--- src/rtl/chipio_responder.sv ---
// chipio_responder: peripheral-side responder for the CPU chipio port bus.
// It serves a bank of output registers, 2-flop synchronized input ports and
// a TX/RX FIFO pair. Every strobe gets registered read data and a one-cycle ack.
// The optional sticky error flag (status bit4) is built when the macro
// CHIPIO_UNMAPPED_ERR_EN is defined.
module chipio_responder #(
  parameter int DW         = 16,
  parameter int NUM_OUT    = 4,
  parameter int NUM_IN     = 4,
  parameter int FIFO_DEPTH = 8
) (
  input  logic                  clk,
  input  logic                  rst,
  input  logic                  chipio_en,
  input  logic                  chipio_rw,
  input  logic [15:0]           chipio_port,
  input  logic [DW-1:0]         chipio_data,
  output logic [DW-1:0]         chipio_rdata,
  output logic                  chipio_ack,
  output logic [NUM_OUT*DW-1:0] gpio_out,
  input  logic [NUM_IN*DW-1:0]  gpio_in,
  output logic [DW-1:0]         tx_data,
  output logic                  tx_valid,
  input  logic                  tx_ready,
  input  logic [DW-1:0]         rx_data,
  input  logic                  rx_valid,
  output logic                  rx_ready
);

  localparam int AW = $clog2(FIFO_DEPTH);
  localparam int CW = AW + 1;
  localparam logic [15:0] PORT_IN_BASE = 16'h0010;
  localparam logic [15:0] PORT_FIFO    = 16'h0020;
  localparam logic [15:0] PORT_STATUS  = 16'h0021;

  logic [DW-1:0]        out_regs [NUM_OUT];
  logic [NUM_IN*DW-1:0] gpio_sync1, gpio_sync2;

  logic [DW-1:0] tx_mem [FIFO_DEPTH];
  logic [DW-1:0] rx_mem [FIFO_DEPTH];
  logic [AW-1:0] tx_wr_ptr, tx_rd_ptr, rx_wr_ptr, rx_rd_ptr;
  logic [CW-1:0] tx_count, rx_count;

  logic tx_full, tx_empty, rx_full, rx_empty;
  logic tx_push, tx_pop, rx_push, rx_pop;
  logic is_fifo;
  logic err_flag;
  logic [7:0]    rx_count_sat;
  logic [DW-1:0] status;
  logic [DW-1:0] rd_value;

  assign tx_full  = (tx_count == CW'(FIFO_DEPTH));
  assign tx_empty = (tx_count == '0);
  assign rx_full  = (rx_count == CW'(FIFO_DEPTH));
  assign rx_empty = (rx_count == '0);

  assign is_fifo = (chipio_port == PORT_FIFO);
  assign tx_push = chipio_en & ~chipio_rw & is_fifo & ~tx_full;
  assign tx_pop  = tx_valid & tx_ready;
  assign rx_push = rx_valid & rx_ready;
  assign rx_pop  = chipio_en & chipio_rw & is_fifo & ~rx_empty;

  assign tx_valid = ~tx_empty;
  assign rx_ready = ~rx_full;
  assign tx_data  = tx_mem[tx_rd_ptr];

  assign rx_count_sat = (int'(rx_count) > 255) ? 8'hFF : 8'(rx_count);

  for (genvar k = 0; k < NUM_OUT; k++) begin : g_out
    assign gpio_out[k*DW +: DW] = out_regs[k];
  end

  // Two-flop synchronizer for the asynchronous input ports.
  always_ff @(posedge clk or negedge rst) begin
    // NOTE: sequential state uses non-blocking assignments so every flop samples pre-edge values.
    if (!rst) begin
      gpio_sync1 <= '0;
      gpio_sync2 <= '0;
    end else begin
      gpio_sync1 <= gpio_in;
      gpio_sync2 <= gpio_sync1;
    end
  end

  // Output register bank, loaded by writes to ports 0..NUM_OUT-1.
  always_ff @(posedge clk or negedge rst) begin
    if (!rst) begin
      for (int k = 0; k < NUM_OUT; k++) out_regs[k] <= '0;
    end else if (chipio_en && !chipio_rw) begin
      for (int k = 0; k < NUM_OUT; k++)
        if (chipio_port == 16'(k)) out_regs[k] <= chipio_data;
    end
  end

  // FIFO storage: contents are meaningless until counted in.
  always_ff @(posedge clk) begin
    // NOTE: FIFO RAMs carry no reset; the count and pointers alone define validity.
    if (tx_push) tx_mem[tx_wr_ptr] <= chipio_data;
    if (rx_push) rx_mem[rx_wr_ptr] <= rx_data;
  end

  // TX FIFO pointers and occupancy.
  always_ff @(posedge clk or negedge rst) begin
    if (!rst) begin
      tx_wr_ptr <= '0;
      tx_rd_ptr <= '0;
      tx_count  <= '0;
    end else begin
      if (tx_push) tx_wr_ptr <= tx_wr_ptr + AW'(1);
      if (tx_pop)  tx_rd_ptr <= tx_rd_ptr + AW'(1);
      case ({tx_push, tx_pop})
        2'b10:   tx_count <= tx_count + CW'(1);
        2'b01:   tx_count <= tx_count - CW'(1);
        default: tx_count <= tx_count;
      endcase
    end
  end

  // RX FIFO pointers and occupancy.
  always_ff @(posedge clk or negedge rst) begin
    if (!rst) begin
      rx_wr_ptr <= '0;
      rx_rd_ptr <= '0;
      rx_count  <= '0;
    end else begin
      if (rx_push) rx_wr_ptr <= rx_wr_ptr + AW'(1);
      if (rx_pop)  rx_rd_ptr <= rx_rd_ptr + AW'(1);
      case ({rx_push, rx_pop})
        2'b10:   rx_count <= rx_count + CW'(1);
        2'b01:   rx_count <= rx_count - CW'(1);
        default: rx_count <= rx_count;
      endcase
    end
  end

`ifdef CHIPIO_UNMAPPED_ERR_EN
  logic mapped;
  logic err_event;
  logic status_read;

  // Classify the current strobe as mapped or unmapped.
  always_comb begin
    mapped = is_fifo || (chipio_port == PORT_STATUS);
    for (int k = 0; k < NUM_OUT; k++)
      if (chipio_port == 16'(k)) mapped = 1'b1;
    for (int k = 0; k < NUM_IN; k++)
      if (chipio_port == PORT_IN_BASE + 16'(k)) mapped = 1'b1;
  end

  assign err_event   = chipio_en & (~mapped | (~chipio_rw & is_fifo & tx_full));
  assign status_read = chipio_en & chipio_rw & (chipio_port == PORT_STATUS);

  // Sticky error flag: a new event wins over the clearing status read.
  always_ff @(posedge clk or negedge rst) begin
    if (!rst)             err_flag <= 1'b0;
    else if (err_event)   err_flag <= 1'b1;
    else if (status_read) err_flag <= 1'b0;
  end
`else
  assign err_flag = 1'b0;
`endif

  // Status word assembly.
  always_comb begin
    status       = '0;
    status[0]    = tx_full;
    status[1]    = tx_empty;
    status[2]    = rx_full;
    status[3]    = rx_empty;
    status[4]    = err_flag;
    status[15:8] = rx_count_sat;
  end

  // Read-data mux for the decoded port; unmapped ports read 0.
  always_comb begin
    // NOTE: a default on entry keeps this block free of inferred latches.
    rd_value = '0;
    for (int k = 0; k < NUM_OUT; k++)
      if (chipio_port == 16'(k)) rd_value = out_regs[k];
    for (int k = 0; k < NUM_IN; k++)
      if (chipio_port == PORT_IN_BASE + 16'(k)) rd_value = gpio_sync2[k*DW +: DW];
    if (is_fifo)                    rd_value = rx_empty ? '0 : rx_mem[rx_rd_ptr];
    if (chipio_port == PORT_STATUS) rd_value = status;
  end

  // Registered response: ack and read data live for exactly one cycle.
  always_ff @(posedge clk or negedge rst) begin
    if (!rst) begin
      chipio_ack   <= 1'b0;
      chipio_rdata <= '0;
    end else begin
      chipio_ack   <= chipio_en;
      chipio_rdata <= (chipio_en && chipio_rw) ? rd_value : '0;
    end
  end

endmodule

--- config.mk ---
export PLATFORM = sky130hd
export DESIGN_NAME = chipio_responder
export DESIGN_NICKNAME = d
export VERILOG_FILES = /design/src/rtl/chipio_responder.sv
export SDC_FILE = /design/constraint.sdc
export NUM_CORES = 1
export LEC_CHECK = 0
export ABC_AREA = 1
export BUFFER_PORTS_ARGS = -buffer_cell sky130_fd_sc_hd__buf_2
export CORE_ASPECT_RATIO = 2
export CORE_MARGIN = 3
export CORE_UTILIZATION = 58
export CTS_BUF_LIST = sky130_fd_sc_hd__clkbuf_16
export DETAILED_ROUTE_END_ITERATION = 16
export PLACE_DENSITY = 0.85
export SLEW_MARGIN = 15
export SYNTH_ARGS = -nofsm -noshare
export SYNTH_HDL_FRONTEND = slang
export SYNTH_SLANG_ARGS = --single-unit
--- constraint.sdc ---
create_clock -name clk -period 6.38 [get_ports clk]
set_input_delay 0.319 -clock clk [delete_from_list [all_inputs] [get_ports clk]]
set_output_delay 0.319 -clock clk [all_outputs]
set_load 0.01 [all_outputs]
==> results_dict.tcl <==
set metrics [dict create \
    gp_congestion 0.876 \
    r2r_start "rx_count[1]$_DFFE_PN0P_" \
    power_frac_comb_pct 16.3 \
    status "completed" \
    hp-class "primary input to register" \
    grt_pass1_wl_mm 76.4 \
    finalHoldViolCount 0 \
    min_from "rx_data[13]" \
    start_util_pct 59.0 \
    antenna_found_initial 1 \
    yosys_warnings 0 \
    final_nets 1987 \
    core-area_mm2 0.0317 \
    die_w_um 133 \
    arrival_ps 3310 \
    power-per-cell-area_mw_per_mm2 328 \
    num-fill-cells 2152 \
    finClkSkew_ps 28.4 \
    placed_cells 2173 \
    grt_max_degree 121 \
    drtIter0Drc 1294 \
    rsz0062_at_grt "no" \
    min_to "rx_mem[3][13]$_DFFE_PP_" \
    maxClockFrequency_mhz 276 \
    final_cell_count_no_fill 2310 \
    dr.pass1.iters 6 \
    clock_latency_ps 540 \
    power_frac_clock_pct 33.6 \
    max_cap_violations 0 \
    net-switching-power_mw 2.02 \
    path_max_fanout 34 \
    p_int_mw 5.22 \
    h-tree-depth 2 \
    rr_worst_depth 15 \
    cts-resized-gates 0 \
    tns_ps 0 \
    dp_slack_ps 2610 \
    synth_mux_area_share_pct 0 \
    dieHeight_um 260 \
    clkSinkCount 485 \
    syn-cell-area_mm2 0.0187 \
    critPathLaunchType "register" \
    synth_xor_area_share_pct 0.563 \
    grt_usage_pct 29.0 \
    place_hpwl_mm 33.4 \
    regToRegSetupSlack_ps 3310 \
    crit_type "register to primary output" \
    synth_cell_types 40 \
    wl_per_cell_um 21.8 \
    layout_min_cycle_time_ps 3630 \
    end_kind "primary output" \
    port_buffers 216 \
    design.die.area_mm2 0.0345 \
    via_count 13400 \
    drc 0 \
    cts_tree "built" \
    syn_inst 1601 \
    synth_adder_area_share_pct 0.884 \
    avgSynthCellArea_um2 11.7 \
    r2r_end "rx_count[3]$_DFFE_PN0P_" \
    peakVddDrop_v 0.000276 \
    syn_to_final_growth_pct 18.2 \
    mostFrequentLayoutCells "edfxtp_1, nor2_1, o21ai_0" \
    fin_util_pct 69.8 \
    layout.area.seq_mm2 0.0134 \
    p_leak_nw 9.22 \
    setup_viol 0 \
    design_area_mm2 0.0221 \
    synth_compound_area_share_pct 10.9 \
    setup_slack_ps 2750 \
    yosysSeqAreaShare_pct 71.8 \
    cts_inserted_buffers 39 \
    rows 92 \
    finalCritPeriodShare_pct 56.9 \
    overflow 0 \
    syn-num-nets 1731 \
    worstMarginPinSlew_ps 1280 \
    dpl_cell_area_mm2 0.0201 \
    min_path_cells 1 \
    slew_violations 0 \
    swShare_pct 27.9 \
    grt_pass1_vias 13600 \
    p_seq_share_pct 50.1 \
    detail-route-antenna-nets 0 \
    final_common_cell "edfxtp_1" \
    relSlewSlack_pct 14.3 \
    io_pins 217 \
    synth_top_family_by_area "simple AND/OR/NAND/NOR gates" \
    layout-drive-gt1-share_pct 17.4 \
    path_clk_slew_ps 70 \
    vias_per_cell 5.81 \
    cp.required_ps 6060 \
    drt_wl_total_mm 50.4 \
    cts_root_buffer "clkbuf_16" \
    synthSimpleGateAreaFrac_pct 12.3 \
    clock_path_buffers 3 \
    multi_input_area_mm2 0.00468 \
    ys_ff_latch 485 \
]
==> layer usage <==
metal / track usage, % / routed length, µm / vias up
met5: 0 / 0 / -
met2: 55.0 / 27900 / 724
met1: 31.8 / 16600 / 6503
met4: 13.5 / 2570 / 0
li1: - / - / 6019
met3: 3.60 / 3340 / 176
==> cell usage after synthesis (all sizes together) <==
cell type	instances	area [µm²]
dfrtp	229	5730
or2	8	50.1
o211ai	8	60.1
inv	88	330
o221ai	24	210
o2111ai	3	26.3
o21ai	248	1240
nor3	12	65.1
clkbuf	61	229
nand3b	1	7.51
ha	10	125
nor2	263	1040
a21o	2	15.0
a31oi	24	150
a21oi	32	164
buf	17	108
o22ai	24	150
xor2	10	87.6
edfxtp	256	7690
nand4	8	50.1
xnor2	2	17.5
fa	2	40.0
nand3	30	188
clkinv	1	3.75
nand2	236	893
a211oi	2	15.0
==> registers in the layout (all words and copies together), names as in the netlist, 4 cells and up <==
| signal | cells |
|---|---|
| gpio_out | 64 |
| tx_count | 4 |
| gpio_sync2 | 64 |
| tx_mem | 128 |
| rx_mem | 128 |
| rx_count | 4 |
| gpio_sync1 | 64 |
| chipio_rdata | 16 |
==> worst max path at each step <==
stage	startpoint	to	cells after the start
after floorplan	chipio_port[8]	tx_mem[2][0]$_DFFE_PP_	9
after global placement	chipio_port[8]	tx_mem[4][1]$_DFFE_PP_	9
after detailed placement	chipio_port[8]	tx_mem[4][6]$_DFFE_PP_	9
after CTS	tx_rd_ptr[1]$_DFFE_PN0P_	tx_data[13]	5
after global routing	tx_rd_ptr[1]$_DFFE_PN0P_	tx_data[3]	6
final	tx_rd_ptr[1]$_DFFE_PN0P_	tx_data[7]	6
==> timing repair <==
item                      4_1_cts  5_1_grt
hold endpoints to repair      174        0
hold buffers                   66        0
buffers inserted                0        0
==> per-stage QoR <==
stage | power (mW) | hold slack, ps
after floorplan | 4.35 | 23.4
after global placement | 4.77 | 333
after detailed placement | 4.81 | 335
after CTS | 7.22 | 25.5
after global routing | 7.52 | 42.0
final | 7.24 | 49.7
==> power groups by stage <==
stage	logic [mW]	registers (mW)	clock network, mW
2_1_floorplan	0.727	3.63	0
3_3_place_gp	1.10	3.67	0
3_5_place_dp	1.13	3.68	0
4_1_cts	1.17	3.62	2.42
5_1_grt	1.31	3.64	2.57
6_report	1.18	3.63	2.43
==> cells by family after synthesis <==
| kind of cell | Yosys count |
|---|---|
| AOI/OAI and AO/OA | 367 |
| buffers and inverters | 167 |
| and+or+nand+nor | 558 |
| DFF | 485 |
| xor gates and xnor gates | 12 |
| adders and majority gates | 12 |
==> final cells by class <==
class | instances | area share (%)
tap | 423 | 2.40
multi-input combinational | 949 | 21.2
clock inverter | 28 | 1.03
clock buffer | 42 | 4.76
antenna | 1 | 0.0113
sequential | 485 | 60.8
timing repair buffer | 293 | 8.36
inverter | 89 | 1.51
==> worst max-delay path, cell delays in order (launching register included) <==
cell	delay [ps]
dfrtp_1	1110
inv_1	820
o21ai_0	320
o22ai_1	110
nor2_1	130
a31oi_1	60
buf_2	210
(Power assumes the default switching activity.)
